<file path="config.mk">
export PLATFORM = sky130hd
export DESIGN_NAME = nmea_time_tx
export DESIGN_NICKNAME = d
export VERILOG_FILES = /design/src/rtl/nmea_pkg.sv /design/src/rtl/uart_tx_byte.sv /design/src/rtl/nmea_time_tx.sv
export SDC_FILE = /design/constraint.sdc
export NUM_CORES = 1
export LEC_CHECK = 0
export CORE_UTILIZATION = 29
export DETAILED_ROUTE_END_ITERATION = 6
export GPL_ROUTABILITY_DRIVEN = 0
export PLACE_DENSITY = 0.48
export SLEW_MARGIN = 20
export SYNTH_ARGS = -nofsm -noshare
export SYNTH_HDL_FRONTEND = slang
export SYNTH_SLANG_ARGS = --single-unit
</file>
<file path="constraint.sdc">
create_clock -name SYS_CLK -period 2.76 [get_ports SYS_CLK]
set_input_delay 0.552 -clock SYS_CLK [delete_from_list [all_inputs] [get_ports SYS_CLK]]
set_output_delay 0.552 -clock SYS_CLK [all_outputs]
set_load 0.005 [all_outputs]
</file>
<file path="src/rtl/nmea_pkg.sv">
// Shared constants, FSM state type and time/ASCII helpers for the NMEA time transmitter.
// Optional feature macro: NMEA_CHECKSUM_EN (adds the "*CS" field constants and hex helper).
package nmea_pkg;

   localparam logic [7:0] CH_DOLLAR = 8'h24;
   localparam logic [7:0] CH_G      = 8'h47;
   localparam logic [7:0] CH_P      = 8'h50;
   localparam logic [7:0] CH_A      = 8'h41;
   localparam logic [7:0] CH_COMMA  = 8'h2C;
   localparam logic [7:0] CH_DOT    = 8'h2E;
   localparam logic [7:0] CH_ZERO   = 8'h30;
   localparam logic [7:0] CH_CR     = 8'h0D;
   localparam logic [7:0] CH_LF     = 8'h0A;

`ifdef NMEA_CHECKSUM_EN
   localparam logic [7:0] CH_STAR   = 8'h2A;
   localparam logic [4:0] SENT_LEN  = 5'd21;
   localparam logic [4:0] CS_FIRST  = 5'd1;
   localparam logic [4:0] CS_LAST   = 5'd15;
`else
   localparam logic [4:0] SENT_LEN  = 5'd18;
`endif

   typedef enum logic [1:0] {
      ST_IDLE = 2'd0,
      ST_LOAD = 2'd1,
      ST_SEND = 2'd2,
      ST_DONE = 2'd3
   } state_e;

   // Time is packed as {hh[4:0], mm[5:0], ss[5:0]}.
   function automatic logic [16:0] time_inc(input logic [16:0] t);
      logic [4:0] hh;
      logic [5:0] mm;
      logic [5:0] ss;
      hh = t[16:12];
      mm = t[11:6];
      ss = t[5:0];
      if (ss == 6'd59) begin
         ss = 6'd0;
         if (mm == 6'd59) begin
            mm = 6'd0;
            if (hh == 5'd23) hh = 5'd0;
            else             hh = hh + 5'd1;
         end else begin
            mm = mm + 6'd1;
         end
      end else begin
         ss = ss + 6'd1;
      end
      return {hh, mm, ss};
   endfunction

   function automatic logic [15:0] dec_ascii(input logic [5:0] v);
      logic [2:0] tens;
      logic [5:0] ones;
      if      (v >= 6'd50) tens = 3'd5;
      else if (v >= 6'd40) tens = 3'd4;
      else if (v >= 6'd30) tens = 3'd3;
      else if (v >= 6'd20) tens = 3'd2;
      else if (v >= 6'd10) tens = 3'd1;
      else                 tens = 3'd0;
      ones = v - ({3'b000, tens} * 6'd10);
      return {CH_ZERO + {5'b00000, tens}, CH_ZERO + {2'b00, ones}};
   endfunction

`ifdef NMEA_CHECKSUM_EN
   function automatic logic [7:0] hex_ascii(input logic [3:0] n);
      if (n < 4'd10) return CH_ZERO + {4'h0, n};
      else           return 8'h37 + {4'h0, n};
   endfunction
`endif

endpackage

</file>
<file path="src/rtl/uart_tx_byte.sv">
// 8N1 byte serialiser; each bit lasts CLK_DIV+1 clocks. ready rises in the last
// cycle of the stop bit so a queued byte starts with no idle gap.
module uart_tx_byte #(
   parameter int CLK_DIV = 355
) (
   input  logic       clk,
   input  logic       rst_n,
   input  logic [7:0] byte_in,
   input  logic       valid,
   output logic       ready,
   output logic       txd
);

   localparam int CW = $clog2(CLK_DIV + 2);
   localparam logic [CW-1:0] DIV_MAX = CW'(CLK_DIV);
   localparam logic [CW-1:0] CNT_ONE = CW'(1);

   logic          active_q, active_d;
   logic [CW-1:0] cnt_q, cnt_d;
   logic [3:0]    bit_q, bit_d;
   logic [9:0]    shift_q, shift_d;
   logic          txd_q, txd_d;
   logic          bit_end_s;

   // Bit timer and shift register; the line register always holds the current bit.
   always_comb begin
      active_d  = active_q;
      cnt_d     = cnt_q;
      bit_d     = bit_q;
      shift_d   = shift_q;
      txd_d     = txd_q;
      bit_end_s = active_q && (cnt_q == DIV_MAX);
      ready     = !active_q || (bit_end_s && (bit_q == 4'd9));
      if (valid && ready) begin
         active_d = 1'b1;
         cnt_d    = '0;
         bit_d    = 4'd0;
         shift_d  = {1'b1, byte_in, 1'b0};
         txd_d    = 1'b0;
      end else if (bit_end_s) begin
         cnt_d = '0;
         if (bit_q == 4'd9) begin
            active_d = 1'b0;
            txd_d    = 1'b1;
         end else begin
            bit_d   = bit_q + 4'd1;
            shift_d = {1'b1, shift_q[9:1]};
            txd_d   = shift_q[1];
         end
      end else if (active_q) begin
         cnt_d = cnt_q + CNT_ONE;
      end else begin
         cnt_d = cnt_q;
      end
   end

   // Serialiser state; reset parks the line high.
   always_ff @(posedge clk or negedge rst_n) begin
      if (!rst_n) begin
         active_q <= 1'b0;
         cnt_q    <= '0;
         bit_q    <= 4'd0;
         shift_q  <= 10'h3FF;
         txd_q    <= 1'b1;
      end else begin
         active_q <= active_d;
         cnt_q    <= cnt_d;
         bit_q    <= bit_d;
         shift_q  <= shift_d;
         txd_q    <= txd_d;
      end
   end

   assign txd = txd_q;

endmodule

</file>
<file path="src/rtl/nmea_time_tx.sv">
// PPS-driven time-of-day counter that transmits a $GPGGA time sentence on each second.
// Optional: define NMEA_CHECKSUM_EN to append "*CS" (XOR checksum, two hex digits).
module nmea_time_tx
   import nmea_pkg::*;
#(
   parameter int CLK_DIV = 355
) (
   input  logic       SYS_CLK,
   input  logic       SYS_RST_N,
   input  logic       pps_in,
   input  logic       set_valid,
   input  logic [4:0] set_hh,
   input  logic [5:0] set_mm,
   input  logic [5:0] set_ss,
   output logic       uart_txd,
   output logic       busy,
   output logic       sent,
   output logic       overrun,
   output logic [4:0] cur_hh,
   output logic [5:0] cur_mm,
   output logic [5:0] cur_ss
);

   logic        pps_s1_q, pps_s2_q, pps_s3_q;
   logic        pps_rise_s, load_ok_s;
   logic [16:0] base_s;
   logic [16:0] time_q, time_d;
   logic [16:0] snap_q, snap_d;
   state_e      state_q, state_d;
   logic [4:0]  idx_q, idx_d;
   logic        busy_q, busy_d, sent_q, sent_d, overrun_q, overrun_d;
   logic [7:0]  tx_byte_s;
   logic        tx_valid_s, tx_ready_s;
   logic [15:0] hh_a_s, mm_a_s, ss_a_s;
`ifdef NMEA_CHECKSUM_EN
   logic [7:0]  cs_q, cs_d;
`endif

   // Time update: a valid load replaces the base value, a PPS edge then adds one second.
   always_comb begin
      pps_rise_s = pps_s2_q && !pps_s3_q;
      load_ok_s  = set_valid && (set_hh <= 5'd23) && (set_mm <= 6'd59) && (set_ss <= 6'd59);
      base_s     = load_ok_s ? {set_hh, set_mm, set_ss} : time_q;
      time_d     = pps_rise_s ? time_inc(base_s) : base_s;
   end

   // Sentence sequencer: the snapshot is taken as the PPS edge is accepted.
   always_comb begin
      state_d    = state_q;
      idx_d      = idx_q;
      snap_d     = snap_q;
      sent_d     = 1'b0;
      tx_valid_s = 1'b0;
`ifdef NMEA_CHECKSUM_EN
      cs_d       = cs_q;
`endif
      case (state_q)
         ST_IDLE: begin
            if (pps_rise_s) begin
               snap_d  = time_d;
               state_d = ST_LOAD;
            end else begin
               state_d = ST_IDLE;
            end
         end
         ST_LOAD: begin
            idx_d   = 5'd0;
`ifdef NMEA_CHECKSUM_EN
            cs_d    = 8'h00;
`endif
            state_d = ST_SEND;
         end
         ST_SEND: begin
            if (idx_q < SENT_LEN) begin
               tx_valid_s = 1'b1;
               if (tx_ready_s) begin
                  idx_d = idx_q + 5'd1;
`ifdef NMEA_CHECKSUM_EN
                  if ((idx_q >= CS_FIRST) && (idx_q <= CS_LAST)) cs_d = cs_q ^ tx_byte_s;
                  else                                           cs_d = cs_q;
`endif
               end else begin
                  idx_d = idx_q;
               end
            end else if (tx_ready_s) begin
               sent_d  = 1'b1;
               state_d = ST_DONE;
            end else begin
               state_d = ST_SEND;
            end
         end
         ST_DONE: state_d = ST_IDLE;
         default: state_d = ST_IDLE;
      endcase
      busy_d    = (state_d != ST_IDLE);
      overrun_d = pps_rise_s && (state_q != ST_IDLE);
   end

   // Character generator for the current sentence position.
   always_comb begin
      hh_a_s    = dec_ascii({1'b0, snap_q[16:12]});
      mm_a_s    = dec_ascii(snap_q[11:6]);
      ss_a_s    = dec_ascii(snap_q[5:0]);
      tx_byte_s = CH_CR;
      case (idx_q)
         5'd0:    tx_byte_s = CH_DOLLAR;
         5'd1:    tx_byte_s = CH_G;
         5'd2:    tx_byte_s = CH_P;
         5'd3:    tx_byte_s = CH_G;
         5'd4:    tx_byte_s = CH_G;
         5'd5:    tx_byte_s = CH_A;
         5'd6:    tx_byte_s = CH_COMMA;
         5'd7:    tx_byte_s = hh_a_s[15:8];
         5'd8:    tx_byte_s = hh_a_s[7:0];
         5'd9:    tx_byte_s = mm_a_s[15:8];
         5'd10:   tx_byte_s = mm_a_s[7:0];
         5'd11:   tx_byte_s = ss_a_s[15:8];
         5'd12:   tx_byte_s = ss_a_s[7:0];
         5'd13:   tx_byte_s = CH_DOT;
         5'd14:   tx_byte_s = CH_ZERO;
         5'd15:   tx_byte_s = CH_ZERO;
`ifdef NMEA_CHECKSUM_EN
         5'd16:   tx_byte_s = CH_STAR;
         5'd17:   tx_byte_s = hex_ascii(cs_q[7:4]);
         5'd18:   tx_byte_s = hex_ascii(cs_q[3:0]);
         5'd19:   tx_byte_s = CH_CR;
         5'd20:   tx_byte_s = CH_LF;
`else
         5'd16:   tx_byte_s = CH_CR;
         5'd17:   tx_byte_s = CH_LF;
`endif
         default: tx_byte_s = CH_CR;
      endcase
   end

   // All state registers; reset aborts any sentence and clears the synchroniser.
   always_ff @(posedge SYS_CLK or negedge SYS_RST_N) begin
      if (!SYS_RST_N) begin
         pps_s1_q  <= 1'b0;
         pps_s2_q  <= 1'b0;
         pps_s3_q  <= 1'b0;
         time_q    <= 17'd0;
         snap_q    <= 17'd0;
         state_q   <= ST_IDLE;
         idx_q     <= 5'd0;
         busy_q    <= 1'b0;
         sent_q    <= 1'b0;
         overrun_q <= 1'b0;
`ifdef NMEA_CHECKSUM_EN
         cs_q      <= 8'h00;
`endif
      end else begin
         pps_s1_q  <= pps_in;
         pps_s2_q  <= pps_s1_q;
         pps_s3_q  <= pps_s2_q;
         time_q    <= time_d;
         snap_q    <= snap_d;
         state_q   <= state_d;
         idx_q     <= idx_d;
         busy_q    <= busy_d;
         sent_q    <= sent_d;
         overrun_q <= overrun_d;
`ifdef NMEA_CHECKSUM_EN
         cs_q      <= cs_d;
`endif
      end
   end

   uart_tx_byte #(
      .CLK_DIV (CLK_DIV)
   ) u_uart (
      .clk     (SYS_CLK),
      .rst_n   (SYS_RST_N),
      .byte_in (tx_byte_s),
      .valid   (tx_valid_s),
      .ready   (tx_ready_s),
      .txd     (uart_txd)
   );

   assign busy    = busy_q;
   assign sent    = sent_q;
   assign overrun = overrun_q;
   assign cur_hh  = time_q[16:12];
   assign cur_mm  = time_q[11:6];
   assign cur_ss  = time_q[5:0];

endmodule
</file>
After elaboration in Yosys (flattened, before gate mapping). Cells that the tools add are included.

Input port bits: 21. Output and inout port bits: 21. Flip-flop bits (word level): 72.

Order comparisons: 19. Mux-type cells: 51. $add $sub $neg: 15. Reduce and logical (&&, ||, !) cells: 25. $mul: 3. Equality and inequality tests: 27.

Operators by type and width (count): $pmux W7 S14 (1); $eq A5 B4 Y1 const B (8); $mux W17 (2); $mux W10 (3); $mux W9 (3); $mux W5 (5); $ge A6 B5 Y1 const B (4); $ge A6 B6 Y1 const B (4); $add A6 B3 Y7 const A (3); $add A6 B6 Y7 const A (3); $eq A5 B3 Y1 const B (4); $mux W3 (6); $mux W6 (3); $mux W1 (16); $mul A3 B3 Y5 const B (3); $mux W2 (7); $add A6 B1 Y6 const B (2); $eq A6 B6 Y1 const B (2); $ge A5 B6 Y1 const B (2); $ge A6 B4 Y1 const B (2); $le A6 B6 Y1 const B (2); $mux W4 (3); $sub A6 B6 Y6 (2); $add A5 B1 Y5 const B (2); 28 further kinds (48).

Longest topological paths before layout. Gate-level depths: netlist (run 1).

Word-level depth: 11. Depth in mapped cells: 17. Gate-level depth less buffers: 16.

Hierarchy. A second synthesis (run 1) with hierarchy kept.

Cells, all modules: 541. Area, all modules: 4953.5 um2.

Modules (own cells, without submodules): nmea_time_tx (instances 1, cells each 431, seq. area each 1176.1 um2, area each 3762.4 um2); uart_tx_byte (instances 1, cells each 110, seq. area each 586.8 um2, area each 1191.1 um2).

Worst setup path before layout (run 1). No wires, ideal clock.

Kind: reg-to-reg. From: reg snap_q[8]. To: reg u_uart.shift_q[6]. Data required time: 2.687 ns. Path buffers: 0. Cell stages (with the launch flop): 17. Setup slack: -0.161 ns. Arrival time: 2.848 ns. Path through: dfrtp_1 or2_2 a21oi_1 o41ai_1 ha_1 inv_1 fa_1 a21oi_1 nor2_1 nor2_1 xor2_1 o22ai_1 a21oi_1 ha_1 nor2_1 nor3_1 a21oi_1.

Cells in the longest elaborated chain, start to end: 11. Elaborated cells between the ends (all ways): 16. Those cells by class: add/sub (3); mul (1); order compare (5); mux (7).

RTL lines: start: declaration (RTL line nmea_time_tx.sv:28) `logic [16:0] snap_q, snap_d;`; start signal: assignment (RTL line nmea_time_tx.sv:157) `snap_q <= snap_d;`; $ge A6 B4 Y1 (RTL line nmea_pkg.sv:61) `else if (v >= 6'd10) tens = 3'd1;`; $mux W1 (RTL line nmea_pkg.sv:61); $mux W2 (RTL line nmea_pkg.sv:60) `else if (v >= 6'd20) tens = 3'd2;`; $mux W2 (RTL line nmea_pkg.sv:59) `else if (v >= 6'd30) tens = 3'd3;`; $mux W3 (RTL line nmea_pkg.sv:58) `else if (v >= 6'd40) tens = 3'd4;`; $mux W3 (RTL line nmea_pkg.sv:57) `if (v >= 6'd50) tens = 3'd5;`; $mul A3 B3 Y5 (RTL line nmea_pkg.sv:63) `ones = v - ({3'b000, tens} * 6'd10);`; $sub A6 B6 Y6 (RTL line nmea_pkg.sv:63); $add A6 B6 Y7 (RTL line nmea_pkg.sv:64) `return {CH_ZERO + {5'b00000, tens}, CH_ZERO + {2'b00, ones}};`; $pmux W7 S14 (*) (RTL line nmea_time_tx.sv:105) `case (idx_q)`; $mux W10 (*) (RTL line uart_tx_byte.sv:34) `if (valid && ready) begin`; end signal: assignment (RTL line uart_tx_byte.sv:69) `shift_q <= shift_d;`; end: declaration (RTL line uart_tx_byte.sv:21) `logic [9:0] shift_q, shift_d;`.

Mark *: on every way between the ends. The rest lies on a longest branch, timed or not. A chain may end at the register's enable or synchronous reset.

Worst setup path in the final report (run 1).
From: reg snap_q[2]. To: reg u_uart.shift_q[6].

The elaborated chain is that of the path after synthesis.

==> flow_summary.html, run 1 <==
<table>
<tr><th>Metric</th><th>Value</th></tr>
<tr><th colspan="2">Layout</th></tr>
<tr><td>Synthesis-to-layout area growth</td><td>39.2%</td></tr>
<tr><td>Layout cells sized above 1</td><td>29.0%</td></tr>
<tr><td>Count of nets after finishing</td><td>708</td></tr>
<tr><td>Inserted Diodes</td><td>0</td></tr>
<tr><td>Post-layout util</td><td>41.6%</td></tr>
<tr><th colspan="2">Placement</th></tr>
<tr><td>Detailed-placement wirelength estimate</td><td>~9.7 mm</td></tr>
<tr><td>Count of input and output buffers</td><td>between 40 and 50</td></tr>
<tr><th colspan="2">Critical path</th></tr>
<tr><td>R2r startpoint</td><td>snap_q[2]</td></tr>
<tr><td>Cell breakdown of the critical path</td><td>nand2b_1 &gt; a221oi_2 &gt; a21o_1 &gt; ha_2 &gt; inv_2 &gt; fa_2 &gt; a21o_1 &gt; a21oi_2 &gt; xor2_1 &gt; o22ai_1 &gt; a21oi_2 &gt; ha_1 &gt; nor2_1 &gt; nor3_1 &gt; a21oi_1</td></tr>
<tr><td>Worst path bufs/invs</td><td>1</td></tr>
<tr><td>Worst endpoint data arrival time</td><td>3.22 ns</td></tr>
<tr><td>Worst reg2reg path depth</td><td>15</td></tr>
<tr><td>Largest delay contributor family on the critical path</td><td>compound AO/OA/AOI/OAI gates</td></tr>
<tr><td>Worst flop-to-flop path endpoint</td><td>u_uart.shift_q[6]</td></tr>
<tr><td>Highest net fanout along the worst path</td><td>5</td></tr>
<tr><td>Critical path startpoint category</td><td>flip-flop</td></tr>
<tr><td>Critical path class</td><td>flip-flop to flip-flop</td></tr>
<tr><td>Required @ worst endpoint</td><td>3.03 ns</td></tr>
<tr><td>Worst reg-to-reg setup slack</td><td>-0.19 ns</td></tr>
<tr><td>Launching instance or port of the critical path</td><td>snap_q[2]</td></tr>
<tr><td>Library cell contributing the largest single delay on the critical path</td><td>dfrtp_2</td></tr>
<tr><td>Kind of end point of the critical path</td><td>flip-flop</td></tr>
<tr><td>CP max stage delay</td><td>0.44 ns</td></tr>
<tr><th colspan="2">Power and ir drop</th></tr>
<tr><td>Total power</td><td>0.00670 W</td></tr>
<tr><td>Cell leakage power</td><td>3.02 nW</td></tr>
<tr><td>Peak supply drop</td><td>408 uV</td></tr>
<tr><td>Power density relative to cell area</td><td>~1000 nW/um^2</td></tr>
<tr><th colspan="2">Yosys</th></tr>
<tr><td>Number of synthesized flops with an enable pin</td><td>0</td></tr>
<tr><td>Synth top area share</td><td>32.0%</td></tr>
<tr><td>Post-Synthesis Mean Instance Area</td><td>9.02 sq um</td></tr>
<tr><td>Synth Area in Adders</td><td>8.56%</td></tr>
<tr><td>Commonest cells in the synthesized netlist</td><td>61 x dfrtp_1, 59 x nand2_1, 43 x nor2_1, 34 x a21oi_1, 29 x inv_1</td></tr>
<tr><td>Synthesized flop and latch total</td><td>70</td></tr>
<tr><td>Count of synthesis-stage warnings from yosys</td><td>0</td></tr>
<tr><td>Synth cell types</td><td>71</td></tr>
<tr><td>Post-synth design cell area</td><td>4760 sq um</td></tr>
<tr><td>Most common cell in the netlist</td><td>dfrtp_1</td></tr>
<tr><td>Dominant combinational cell family by area after synthesis</td><td>simple AND/OR/NAND/NOR gates</td></tr>
<tr><td>Top FF cell, synth</td><td>dfrtp_1</td></tr>
<tr><td>Post-Synthesis Cells</td><td>528</td></tr>
<tr><td>Simple-gate portion of the synthesized area</td><td>21.1%</td></tr>
<tr><td>Synthesized Nets</td><td>between 500 and 600</td></tr>
<tr><td>Multiplexer share of the synthesized area</td><td>under 10%</td></tr>
<tr><td>XOR/XNOR Fraction of Synth Area</td><td>3.68%</td></tr>
<tr><td>Proportion of synthesized chip area in sequential cells</td><td>37.0%</td></tr>
<tr><td>Dominant cells by area after synthesis</td><td>dfrtp_1 32%, ha_1 7.1%, dfstp_2 5.0%, nand2_1 4.6%, mux2i_1 4.6%</td></tr>
<tr><td>Compound-cell area share of the yosys netlist</td><td>approximately 18%</td></tr>
<tr><td>Post-synth top area cell</td><td>dfrtp_1</td></tr>
<tr><td>Share of flip-flops with an asynchronous set or reset</td><td>100%</td></tr>
<tr><th colspan="2">Route</th></tr>
<tr><td>Total number of vias</td><td>4380</td></tr>
<tr><td>Number of search-and-repair iterations in the first detailed-routing pass</td><td>4</td></tr>
<tr><td>DR WL/cell</td><td>roughly 15 um</td></tr>
<tr><td>Antenna violation net count after detailed routing</td><td>0</td></tr>
<tr><td>DRC violations left</td><td>0</td></tr>
<tr><td>Via density per instance</td><td>approximately 5</td></tr>
<tr><td>Post-Route WL</td><td>approximately 13 mm</td></tr>
<tr><td>Drt first-iter violations</td><td>170</td></tr>
<tr><th colspan="2">Floorplan</th></tr>
<tr><td>Total number of placement rows</td><td>46</td></tr>
<tr><td>Die width</td><td>130 um</td></tr>
<tr><td>Core footprint</td><td>roughly 16000 sq um</td></tr>
<tr><td>Initial core utilization</td><td>29.9%</td></tr>
<tr><td>IO Pins</td><td>42</td></tr>
<tr><td>Height of the chip</td><td>130 um</td></tr>
<tr><td>Floorplan die area</td><td>16900 sq um</td></tr>
<tr><th colspan="2">CTS</th></tr>
<tr><td>Clock root buffer master</td><td>clkbuf_16</td></tr>
<tr><td>Max H-tree Level</td><td>3</td></tr>
<tr><td>TritonCTS clock tree</td><td>yes</td></tr>
<tr><td>Hold_buf cts</td><td>0</td></tr>
<tr><td>Number of clock sinks</td><td>70</td></tr>
<tr><td>Insertion delay to the later sink of the worst-skew pair</td><td>around 0.34 ns</td></tr>
<tr><td>Clock edge transition at the registers on the reported setup and hold paths</td><td>0.06 ns</td></tr>
<tr><td>Total clock buffers created by CTS</td><td>9</td></tr>
<tr><td>Maximum root-to-sink buffer count</td><td>2</td></tr>
<tr><th colspan="2">GRT</th></tr>
<tr><td>Vias in the first global route</td><td>4311</td></tr>
<tr><td>Largest net degree at the start of global routing</td><td>40</td></tr>
<tr><td>Total GRT Usage</td><td>between 15 and 20%</td></tr>
<tr><td>Global-route wire length before repair</td><td>21.3 mm</td></tr>
<tr><td>Total global routing overflow</td><td>0</td></tr>
<tr><td>Initial antenna violation count</td><td>0</td></tr>
<tr><th colspan="2">Run status</th></tr>
<tr><td>Status</td><td>finished, violations left</td></tr>
<tr><td>Violations in the final reports</td><td>negative setup slack</td></tr>
<tr><th colspan="2">Min path</th></tr>
<tr><td>Class of the tightest hold or removal check</td><td>input pin to async pin</td></tr>
<tr><th colspan="2">STA</th></tr>
<tr><td>Post-route fraction of the period consumed by the critical path</td><td>107%</td></tr>
<tr><td>Worst Hold Slack</td><td>0.207 ns</td></tr>
<tr><td>Post-layout worst setup margin</td><td>-0.189 ns</td></tr>
<tr><td>Endpoints failing setup</td><td>3</td></tr>
<tr><td>Worst clock skew</td><td>0.00662 ns</td></tr>
<tr><td>Final Max Slew Viols</td><td>0</td></tr>
<tr><td>Slew at the pin closest to its max-slew limit</td><td>0.649 ns</td></tr>
<tr><td>RSZ-0062 raised after global routing</td><td>true</td></tr>
<tr><td>Time the final worst path needs with I/O delays and setup</td><td>2.95 ns</td></tr>
<tr><td>Final hold violation count</td><td>0</td></tr>
<tr><td>Maximum achievable frequency</td><td>~340 MHz</td></tr>
<tr><td>Max transition margin</td><td>55.6%</td></tr>
<tr><th colspan="2">Run</th></tr>
<tr><td>Number of maximum-capacitance constraint violations</td><td>0</td></tr>
</table>
layer usage:
| layer | global-route usage (%) | part of all wire, % |
|---|---|---|
| met1 | 21.0 | 47 |
| met2 | 26.1 | 47 |
| met5 | 0 | 0 |
| met3 | 3.32 | 3.5 |
| met4 | 7.18 | 2.2 |
worst reg2reg max path, stage by stage, from the launching register on:
cell and delay [ns]:
dfrtp_2 0.44, nand2b_1 0.19, a221oi_2 0.27, a21o_1 0.14
ha_2 0.17, inv_2 0.04, fa_2 0.34, a21o_1 0.18
a21oi_2 0.13, xor2_1 0.21, o22ai_1 0.12, a21oi_2 0.13
ha_1 0.24, nor2_1 0.11, nor3_1 0.06, a21oi_1 0.12
flip-flops by register name (all words and copies together) (netlist names):
signal / flops
busy: 1
idx_q: 5
overrun: 1
pps_s1_q: 1
pps_s2_q: 1
pps_s3_q: 1
sent: 1
snap_q: 17
state_q: 2
time_q: 17
u_uart.active_q: 1
u_uart.bit_q: 4
u_uart.cnt_q: 9
u_uart.shift_q: 8
u_uart.txd: 1
metrics by stage:
step / worst slack, ns / instance area [sq um] / setup TNS, ns / std cells
final: -0.189 / 6630 / -0.327 / 878
after global routing: -0.361 / 6630 / -1.31 / 878
after CTS: -0.198 / 6430 / -0.359 / 871
after detailed placement: -0.361 / 6040 / -6.02 / 852
after global placement: -0.383 / 6040 / -5.50 / 852
after floorplan: 0.00396 / 4800 / 0 / 528
final cells by class:
| cell class | count | area [sq um] |
|---|---|---|
| multi-input combinational | 410 | 2980 |
| clock inverter | 5 | 81.3 |
| tap | 216 | 270 |
| timing repair buffer | 136 | 1170 |
| fill | 1589 | 9310 |
| sequential | 70 | 1770 |
| inverter | 30 | 113 |
| clock buffer | 11 | 253 |
worst max-delay path by stage:
stage | slack, ns | cells past startpoint | endpoint
4_1_cts | -0.20 | 16 | u_uart.shift_q[6]
3_3_place_gp | -0.38 | 12 | snap_q[15]
3_5_place_dp | -0.36 | 11 | snap_q[13]
6_report | -0.19 | 15 | u_uart.shift_q[6]
5_1_grt | -0.36 | 15 | u_uart.shift_q[6]
2_1_floorplan | 0.004 | 17 | u_uart.shift_q[6]
placed cells by master, fill, tap and decap left out, types with 6 or more instances in the layout:
| cell type | n |
|---|---|
| dfstp_2 | 9 |
| o31ai_1 | 7 |
| a21oi_1 | 29 |
| nand2_1 | 55 |
| nor3b_1 | 6 |
| a21oi_2 | 6 |
| o22ai_1 | 8 |
| a31oi_1 | 7 |
| o21ai_0 | 20 |
| ha_1 | 22 |
| clkdlybuf4s50_1 | 32 |
| nand4_1 | 12 |
| nand2b_1 | 8 |
| xor2_1 | 11 |
| inv_1 | 27 |
| xnor2_1 | 8 |
| nor3_1 | 10 |
| nor4_1 | 6 |
| nor2_1 | 43 |
| mux2_2 | 12 |
| nand3_1 | 20 |
| dfrtp_1 | 58 |
| dlymetal6s2s_1 | 8 |
| a21o_1 | 7 |
| clkbuf_16 | 9 |
| mux2i_1 | 18 |
| buf_4 | 93 |
power by group:
part / internal [W] / leakage (nW) / total (W) / switching, W
Sequential: 0.00138 / 0.843 / 0.00171 / 0.000328
Combinational: 0.00188 / 2.01 / 0.00370 / 0.00181
Clock: 0.000840 / 0.162 / 0.00130 / 0.000457
logic make-up (layout without fill, tap and decap cells):
logic type | count (synthesis) | after routing
xor gates and xnor gates | 20 | 20
muxes | 36 | 36
DFF | 70 | 70
and+or+nand+nor | 198 | 198
adders and majority gates | 31 | 31
AOI/OAI and AO/OA | 125 | 125
buffers and inverters | 48 | 182
timing repair:
action | CTS | global route
pin swaps | 12 | 30
buffers inserted | 3 | 7
setup endpoints to repair | 5 | 20
resized for setup | 7 | 44
cloned | 0 | 0
(Power assumes the default switching activity.)
==> run 2: changes to the inputs <==
--- a/config.mk
+++ b/config.mk
@@ -5,10 +5,10 @@
 export SDC_FILE = /design/constraint.sdc
 export NUM_CORES = 1
 export LEC_CHECK = 0
-export CORE_UTILIZATION = 29
+export CORE_UTILIZATION = 53
 export DETAILED_ROUTE_END_ITERATION = 6
 export GPL_ROUTABILITY_DRIVEN = 0
-export PLACE_DENSITY = 0.48
+export PLACE_DENSITY = 0.78
 export SLEW_MARGIN = 20
 export SYNTH_ARGS = -nofsm -noshare
 export SYNTH_HDL_FRONTEND = slang
==> run 2 against run 1 <==
The run still ends with negative setup slack left. Non-clock buffer count shrank 16. Count of clock-buffer cells in the layout decreased by 1. First-iteration DRC count rose by 14%. Highest routed layer unchanged. Register-to-register slack got worse by 0.05 ns. Via count increased by 2.8%. Utilization up 29 points. Power decreased by 6.7%. Worst setup slack worse by 0.052 ns. Clock power decreased by 29%. Hold slack worse by 0.011 ns. Wire length is 3.5% lower.
==> flow_summary.html, run 2 (same netlist as run 1, synthesis figures left out) <==
<table>
<tr><th>Metric</th><th>Value</th></tr>
<tr><th colspan="2">Run status</th></tr>
<tr><td>Status</td><td>finished, violations left</td></tr>
<tr><td>Violations in the final reports</td><td>negative setup slack</td></tr>
<tr><th colspan="2">STA</th></tr>
<tr><td>Max transition margin</td><td>52.3% (-3.3 points)</td></tr>
<tr><td>Post-layout worst setup margin</td><td>-0.241 ns (-0.0523 ns)</td></tr>
<tr><td>Worst clock skew</td><td>0.0116 ns (+0.00500 ns)</td></tr>
<tr><td>Time the final worst path needs with I/O delays and setup</td><td>3.00 ns (+0.0523 ns)</td></tr>
<tr><td>Worst Hold Slack</td><td>0.195 ns (-0.0114 ns)</td></tr>
<tr><td>Final Max Slew Viols</td><td>0 (unchanged)</td></tr>
<tr><td>Endpoints failing setup</td><td>3 (unchanged)</td></tr>
<tr><td>Final hold violation count</td><td>0 (unchanged)</td></tr>
<tr><td>RSZ-0062 raised after global routing</td><td>true</td></tr>
<tr><td>Slew at the pin closest to its max-slew limit</td><td>0.715 ns (+0.0660 ns)</td></tr>
<tr><td>Maximum achievable frequency</td><td>333 MHz (-1.7%)</td></tr>
<tr><td>Post-route fraction of the period consumed by the critical path</td><td>109% (+1.9 points)</td></tr>
<tr><th colspan="2">Route</th></tr>
<tr><td>Total number of vias</td><td>4501 (+2.8%)</td></tr>
<tr><td>DRC violations left</td><td>0 (unchanged)</td></tr>
<tr><td>Drt first-iter violations</td><td>193 (+14%)</td></tr>
<tr><td>Number of search-and-repair iterations in the first detailed-routing pass</td><td>5 (+1)</td></tr>
<tr><td>Antenna violation net count after detailed routing</td><td>0 (unchanged)</td></tr>
<tr><td>Post-Route WL</td><td>12.5 mm (-3.5%)</td></tr>
<tr><td>DR WL/cell</td><td>16.5 um (+12%)</td></tr>
<tr><td>Via density per instance</td><td>5.97 (+20%)</td></tr>
<tr><th colspan="2">Critical path</th></tr>
<tr><td>Highest net fanout along the worst path</td><td>5 (unchanged)</td></tr>
<tr><td>R2r startpoint</td><td>snap_q[2]</td></tr>
<tr><td>Critical path class</td><td>flip-flop to flip-flop</td></tr>
<tr><td>Worst reg-to-reg setup slack</td><td>-0.24 ns (-0.05 ns)</td></tr>
<tr><td>Worst endpoint data arrival time</td><td>3.28 ns (+0.06 ns)</td></tr>
<tr><td>Worst flop-to-flop path endpoint</td><td>u_uart.shift_q[6]</td></tr>
<tr><td>Worst reg2reg path depth</td><td>15 (unchanged)</td></tr>
<tr><td>Kind of end point of the critical path</td><td>flip-flop</td></tr>
<tr><td>Required @ worst endpoint</td><td>3.04 ns (about the same)</td></tr>
<tr><td>Critical path startpoint category</td><td>flip-flop</td></tr>
<tr><th colspan="2">GRT</th></tr>
<tr><td>Vias in the first global route</td><td>4461 (+3.5%)</td></tr>
<tr><td>Initial antenna violation count</td><td>0 (unchanged)</td></tr>
<tr><td>Largest net degree at the start of global routing</td><td>33 (-18%)</td></tr>
<tr><td>Total GRT Usage</td><td>26.7% (+10 points)</td></tr>
<tr><td>Total global routing overflow</td><td>0 (unchanged)</td></tr>
<tr><td>Global-route wire length before repair</td><td>20.6 mm (-3.3%)</td></tr>
<tr><th colspan="2">CTS</th></tr>
<tr><td>TritonCTS clock tree</td><td>yes</td></tr>
<tr><td>Hold_buf cts</td><td>0 (unchanged)</td></tr>
<tr><td>Number of clock sinks</td><td>70 (unchanged)</td></tr>
<tr><td>Maximum root-to-sink buffer count</td><td>2 (unchanged)</td></tr>
<tr><td>Clock edge transition at the registers on the reported setup and hold paths</td><td>0.08 ns (+0.02 ns)</td></tr>
<tr><td>Insertion delay to the later sink of the worst-skew pair</td><td>0.35 ns (about the same)</td></tr>
<tr><td>Max H-tree Level</td><td>3 (unchanged)</td></tr>
<tr><td>Total clock buffers created by CTS</td><td>9 (unchanged)</td></tr>
<tr><td>Clock root buffer master</td><td>clkbuf_8</td></tr>
<tr><th colspan="2">Layout</th></tr>
<tr><td>Layout cells sized above 1</td><td>25.4% (-3.6 points)</td></tr>
<tr><td>Synthesis-to-layout area growth</td><td>30.0%</td></tr>
<tr><td>Count of nets after finishing</td><td>692 (-2.3%)</td></tr>
<tr><td>Storage element area</td><td>1770 sq um (unchanged)</td></tr>
<tr><td>Inserted Diodes</td><td>0 (unchanged)</td></tr>
<tr><td>Registers with the most flip-flops</td><td>snap_q: 17 flops, time_q: 17 flops, u_uart.cnt_q: 9 flops</td></tr>
<tr><td>Most frequent standard cell in the layout excluding fill and tap cells</td><td>buf_4</td></tr>
<tr><td>Layout filler cell count</td><td>659 (-59%)</td></tr>
<tr><td>Post-layout util</td><td>71.0% (+29 points)</td></tr>
<tr><td>Final cell count without fillers</td><td>754 (-14%)</td></tr>
<tr><td>Footprint of the multi-input gates</td><td>2920 sq um (-2.0%)</td></tr>
<tr><td>Leading cell types in the layout, fill and taps excluded</td><td>78 x buf_4, 58 x dfrtp_1, 56 x nand2_1</td></tr>
<tr><th colspan="2">Placement</th></tr>
<tr><td>Total instance count after detailed placement</td><td>730 (-14%)</td></tr>
<tr><td>Count of input and output buffers</td><td>41 (unchanged)</td></tr>
<tr><td>Setup slack at placement</td><td>-0.368 ns (-0.00729 ns)</td></tr>
<tr><td>Detailed-placement wirelength estimate</td><td>9.19 mm (-5.0%)</td></tr>
<tr><th colspan="2">Floorplan</th></tr>
<tr><td>Floorplan die area</td><td>9370 sq um (-45%)</td></tr>
<tr><td>Initial core utilization</td><td>54.6% (+25 points)</td></tr>
<tr><td>IO Pins</td><td>42 (unchanged)</td></tr>
<tr><td>Die width</td><td>96.8 um (-26%)</td></tr>
<tr><td>Total number of placement rows</td><td>34 (-26%)</td></tr>
<tr><td>Core footprint</td><td>8720 sq um (-45%)</td></tr>
<tr><td>Height of the chip</td><td>96.8 um (-26%)</td></tr>
<tr><th colspan="2">Power and ir drop</th></tr>
<tr><td>Power density relative to cell area</td><td>1010 nW/um^2 (about the same)</td></tr>
<tr><td>Peak supply drop</td><td>406 uV (-0.34%)</td></tr>
<tr><td>Cell leakage power</td><td>2.89 nW (-4.1%)</td></tr>
<tr><th colspan="2">Run</th></tr>
<tr><td>Number of maximum-capacitance constraint violations</td><td>0 (unchanged)</td></tr>
<tr><th colspan="2">Min path</th></tr>
<tr><td>Class of the tightest hold or removal check</td><td>input pin to async pin</td></tr>
</table>
==> run 2: cell count changes in the layout (fill, tap and decap cells not counted), sizes merged <==
cell / previous run / this run
buf: 96 / 80
clkbuf: 11 / 10
clkdlybuf4s50: 32 / 29
clkinv: 2 / 1
dlymetal6s2s: 8 / 11
inv: 30 / 32
==> run 2: how the worst max path moves through the flow <==
stage | startpoint | end | slack (ns)
after global routing | snap_q[2] | u_uart.shift_q[6] | -0.36
final | snap_q[2] | u_uart.shift_q[6] | -0.24
after detailed placement | set_ss[4] | snap_q[13] | -0.37
after floorplan | snap_q[9] | u_uart.shift_q[6] | 0.004
after global placement | set_ss[5] | snap_q[13] | -0.29
after CTS | snap_q[8] | u_uart.shift_q[6] | -0.23
==> run 2: area by class of cell <==
type / instances / area share (%)
repair buffers: 120 / 16.8
clock inverters: 6 / 1.52
flip-flops and latches: 70 / 28.5
clock buffers: 10 / 2.06
multi-input cells: 410 / 47.1
well taps: 108 / 2.18
inverters: 30 / 1.82
==> run 2: through the flow <==
step	power, W	setup TNS [ns]	instance area [sq um]
6_report	0.00626	-0.457	6190
5_1_grt	0.00671	-0.934	6190
4_1_cts	0.00610	-0.397	6060
3_5_place_dp	0.00501	-5.55	5790
3_3_place_gp	0.00485	-3.62	5790
2_1_floorplan	0.00383	0	4800
==> run 2: metal layers <==
layer  GRT usage (%)  share of wire [%]
met1            33.0                 42
met3            4.70                5.0
met4            8.84                2.4
met5               0                  0
met2            47.0                 51
==> run 2: repair_timing <==
item / CTS / global route
setup endpoints to repair: 3 / 16
setup buffers: 4 / 4
pin swaps: 11 / 18
resized for setup: 6 / 31
==> run 2: report_power, final <==
part	leakage, nW	internal (W)	switching (W)	total (W)
Clock	0.107	0.000517	0.000412	0.000929
Combinational	1.94	0.00178	0.00182	0.00360
Sequential	0.843	0.00138	0.000348	0.00173
==> run 2: critical path, cell delays in order, from the launching register on <==
cell and delay, ns:
dfrtp_2 0.46, mux2i_2 0.19, a221oi_2 0.28, a21o_1 0.15, ha_2 0.18, inv_2 0.04, fa_2 0.33, a21o_1 0.18
a21oi_2 0.13, xor2_1 0.18, o22ai_1 0.10, a21oi_1 0.18, ha_1 0.26, nor2_1 0.08, nor3_1 0.05, a21oi_1 0.13
==> run 3: changes to the inputs <==
--- a/config.mk
+++ b/config.mk
@@ -9,6 +9,7 @@
 export DETAILED_ROUTE_END_ITERATION = 6
 export GPL_ROUTABILITY_DRIVEN = 0
 export PLACE_DENSITY = 0.78
+export RECOVER_POWER = 100
 export SLEW_MARGIN = 20
 export SYNTH_ARGS = -nofsm -noshare
 export SYNTH_HDL_FRONTEND = slang
==> run 3 against run 2 <==
The run still ends with negative setup slack left. Count of clock-buffer cells in the layout did not move. Clock skew barely moved. Power fell by 0.71%. Worst setup slack improved by 0.0043 ns. Critical path depth did not move. First-iteration DRC count rose by 12%. Global-route usage did not move. Critical endpoint unchanged.
==> flow_summary.html, run 3 (same netlist as run 1, synthesis figures left out) <==
<table>
<tr><th>Metric</th><th>Value</th></tr>
<tr><th colspan="2">Power and ir drop</th></tr>
<tr><td>Peak supply drop</td><td>402 uV (-1.1%)</td></tr>
<tr><td>Cell leakage power</td><td>2.89 nW (-0.16%)</td></tr>
<tr><td>Power density relative to cell area</td><td>1010 nW/um^2 (+0.26%)</td></tr>
<tr><th colspan="2">STA</th></tr>
<tr><td>Worst clock skew</td><td>0.0119 ns (+0.000245 ns)</td></tr>
<tr><td>Final Max Slew Viols</td><td>0 (unchanged)</td></tr>
<tr><td>Time the final worst path needs with I/O delays and setup</td><td>3.00 ns (-0.00428 ns)</td></tr>
<tr><td>Post-route fraction of the period consumed by the critical path</td><td>109% (-0.16 points)</td></tr>
<tr><td>Post-layout worst setup margin</td><td>-0.237 ns (+0.00428 ns)</td></tr>
<tr><td>Maximum achievable frequency</td><td>334 MHz (+0.14%)</td></tr>
<tr><td>Max transition margin</td><td>13.5% (-39 points)</td></tr>
<tr><td>RSZ-0062 raised after global routing</td><td>true</td></tr>
<tr><td>Worst Hold Slack</td><td>0.371 ns (+0.176 ns)</td></tr>
<tr><td>Final hold violation count</td><td>0 (unchanged)</td></tr>
<tr><td>Slew at the pin closest to its max-slew limit</td><td>1.30 ns (+0.583 ns)</td></tr>
<tr><td>Endpoints failing setup</td><td>15 (+12)</td></tr>
<tr><th colspan="2">CTS</th></tr>
<tr><td>Number of clock sinks</td><td>70 (unchanged)</td></tr>
<tr><td>Clock root buffer master</td><td>clkbuf_8</td></tr>
<tr><td>Total clock buffers created by CTS</td><td>9 (unchanged)</td></tr>
<tr><td>Hold_buf cts</td><td>0 (unchanged)</td></tr>
<tr><td>Clock edge transition at the registers on the reported setup and hold paths</td><td>0.08 ns (about the same)</td></tr>
<tr><td>Max H-tree Level</td><td>3 (unchanged)</td></tr>
<tr><td>TritonCTS clock tree</td><td>yes</td></tr>
<tr><td>Maximum root-to-sink buffer count</td><td>2 (unchanged)</td></tr>
<tr><td>Insertion delay to the later sink of the worst-skew pair</td><td>0.35 ns (about the same)</td></tr>
<tr><th colspan="2">Floorplan</th></tr>
<tr><td>Initial core utilization</td><td>54.6% (unchanged)</td></tr>
<tr><td>Floorplan die area</td><td>9370 sq um (unchanged)</td></tr>
<tr><td>Total number of placement rows</td><td>34 (unchanged)</td></tr>
<tr><td>IO Pins</td><td>42 (unchanged)</td></tr>
<tr><td>Core footprint</td><td>8720 sq um (unchanged)</td></tr>
<tr><td>Die width</td><td>96.8 um (unchanged)</td></tr>
<tr><td>Height of the chip</td><td>96.8 um (unchanged)</td></tr>
<tr><th colspan="2">Route</th></tr>
<tr><td>Via density per instance</td><td>5.98 (+0.24%)</td></tr>
<tr><td>Post-Route WL</td><td>12.4 mm (-0.31%)</td></tr>
<tr><td>DRC violations left</td><td>0 (unchanged)</td></tr>
<tr><td>Antenna violation net count after detailed routing</td><td>0 (unchanged)</td></tr>
<tr><td>Total number of vias</td><td>4512 (+0.24%)</td></tr>
<tr><td>DR WL/cell</td><td>16.5 um (-0.31%)</td></tr>
<tr><td>Number of search-and-repair iterations in the first detailed-routing pass</td><td>5 (unchanged)</td></tr>
<tr><td>Drt first-iter violations</td><td>216 (+12%)</td></tr>
<tr><th colspan="2">Layout</th></tr>
<tr><td>Layout filler cell count</td><td>674 (+2.3%)</td></tr>
<tr><td>Leading cell types in the layout, fill and taps excluded</td><td>77 x buf_4, 58 x nand2_1, 58 x dfrtp_1</td></tr>
<tr><td>Registers with the most flip-flops</td><td>snap_q: 17 flops, time_q: 17 flops, u_uart.cnt_q: 9 flops</td></tr>
<tr><td>Count of nets after finishing</td><td>692 (unchanged)</td></tr>
<tr><td>Final Cell Area</td><td>6130 sq um (-0.97%)</td></tr>
<tr><td>Storage element area</td><td>1770 sq um (unchanged)</td></tr>
<tr><td>Inserted Diodes</td><td>0 (unchanged)</td></tr>
<tr><td>Footprint of the multi-input gates</td><td>2880 sq um (-1.4%)</td></tr>
<tr><td>Layout cells sized above 1</td><td>24.1% (-1.2 points)</td></tr>
<tr><td>Synthesis-to-layout area growth</td><td>28.7%</td></tr>
<tr><td>Most frequent standard cell in the layout excluding fill and tap cells</td><td>buf_4</td></tr>
<tr><th colspan="2">Min path</th></tr>
<tr><td>Min-Delay Startpoint</td><td>pps_s1_q</td></tr>
<tr><td>Cell depth of the worst min-delay path</td><td>0</td></tr>
<tr><td>Class of the tightest hold or removal check</td><td>flip-flop to flip-flop</td></tr>
<tr><th colspan="2">GRT</th></tr>
<tr><td>Initial antenna violation count</td><td>0 (unchanged)</td></tr>
<tr><td>Largest net degree at the start of global routing</td><td>33 (unchanged)</td></tr>
<tr><td>Total global routing overflow</td><td>0 (unchanged)</td></tr>
<tr><td>Global-route wire length before repair</td><td>20.6 mm (unchanged)</td></tr>
<tr><td>Vias in the first global route</td><td>4461 (unchanged)</td></tr>
<tr><td>Total GRT Usage</td><td>26.7% (unchanged)</td></tr>
<tr><th colspan="2">Run</th></tr>
<tr><td>Number of maximum-capacitance constraint violations</td><td>0 (unchanged)</td></tr>
<tr><th colspan="2">Critical path</th></tr>
<tr><td>R2r startpoint</td><td>snap_q[2]</td></tr>
<tr><td>Worst endpoint data arrival time</td><td>3.27 ns (about the same)</td></tr>
<tr><td>Launching instance or port of the critical path</td><td>snap_q[2]</td></tr>
<tr><td>Critical path class</td><td>flip-flop to flip-flop</td></tr>
<tr><td>Kind of end point of the critical path</td><td>flip-flop</td></tr>
<tr><td>Worst reg2reg path depth</td><td>15 (unchanged)</td></tr>
<tr><td>Required @ worst endpoint</td><td>3.03 ns (about the same)</td></tr>
<tr><td>Critical path startpoint category</td><td>flip-flop</td></tr>
<tr><td>Highest net fanout along the worst path</td><td>5 (unchanged)</td></tr>
<tr><th colspan="2">Run status</th></tr>
<tr><td>Violations in the final reports</td><td>negative setup slack</td></tr>
<tr><td>Status</td><td>finished, violations left</td></tr>
<tr><th colspan="2">Placement</th></tr>
<tr><td>Standard cell area after detailed placement</td><td>5790 sq um (unchanged)</td></tr>
<tr><td>Detailed-placement wirelength estimate</td><td>9.19 mm (unchanged)</td></tr>
<tr><td>Count of input and output buffers</td><td>41 (unchanged)</td></tr>
</table>
==> run 3: cell count changes in the layout (fill, tap and decap cells not counted), sizes merged <==
cell and change:
clkdlybuf4s50 -22, clkbuf +3, buf -3, dlygate4sd3 +22
==> run 3: critical path, cell delays in order (launching register included) <==
cell	delay, ns
dfrtp_2	0.46
mux2i_2	0.19
a221oi_2	0.28
a21o_1	0.15
ha_2	0.18
inv_2	0.04
fa_2	0.33
a21o_1	0.18
a21oi_2	0.13
xor2_1	0.18
o22ai_1	0.10
a21oi_1	0.18
ha_1	0.26
nor2_1	0.08
nor3_1	0.05
a21oi_1	0.13
==> run 3: timing repair <==
item,CTS,global route
pin swaps,11,18
buffers inserted,4,4
endpoints found under the setup margin,3,16
gates resized for setup,6,31
==> run 3: area by class of cell <==
| type | instances | share of cell area [%] |
|---|---|---|
| Multi-Input combinational cell | 410 | 46.9 |
| Timing Repair Buffer | 120 | 16.6 |
| Inverter | 30 | 1.84 |
| Sequential cell | 70 | 28.8 |
| Clock buffer | 10 | 2.08 |
| Tap cell | 108 | 2.20 |
| Clock inverter | 6 | 1.53 |
==> run 3: power breakdown <==
group	switching (W)	internal, W
clock	0.000410	0.000517
combinational	0.00181	0.00175
sequential	0.000342	0.00138
total	0.00257	0.00365
==> run 3: worst paths after layout <==
path | end | slack, ns
worst max-delay path | u_uart.shift_q[6] | -0.24
worst min-delay path | pps_s2_q | 0.37
worst max register to register | u_uart.shift_q[6] | -0.24
worst min register to register | pps_s2_q | 0.37
max in group asynchronous | u_uart.bit_q[1] | 0.87
min in group asynchronous | snap_q[8] | 0.47
==> run 3: metal layers <==
| metal | wire, um | vias up | track usage [%] | share of wire [%] |
|---|---|---|---|---|
| met4 | 265 | 0 | 8.84 | 2.1 |
| met1 | 5250 | 2200 | 33.0 | 42 |
| met2 | 6380 | 143 | 47.0 | 51 |
| met3 | 541 | 32 | 4.70 | 4.4 |
| met5 | 0 | - | 0 | 0 |
| li1 | - | 2137 | - | - |
==> run 3: stage by stage <==
stage                     TNS [ns]  utilization (%)  setup WS (ns)  instances  total power, W
after floorplan                  0                -        0.00396        528         0.00383
after global placement       -3.62             66.4         -0.293        730         0.00485
after global routing         -4.98             70.3         -0.361        754         0.00666
after detailed placement     -5.55             66.4         -0.368        730         0.00501
after CTS                   -0.397             69.5         -0.226        750         0.00610
final                        -1.36             70.3         -0.237        754         0.00621
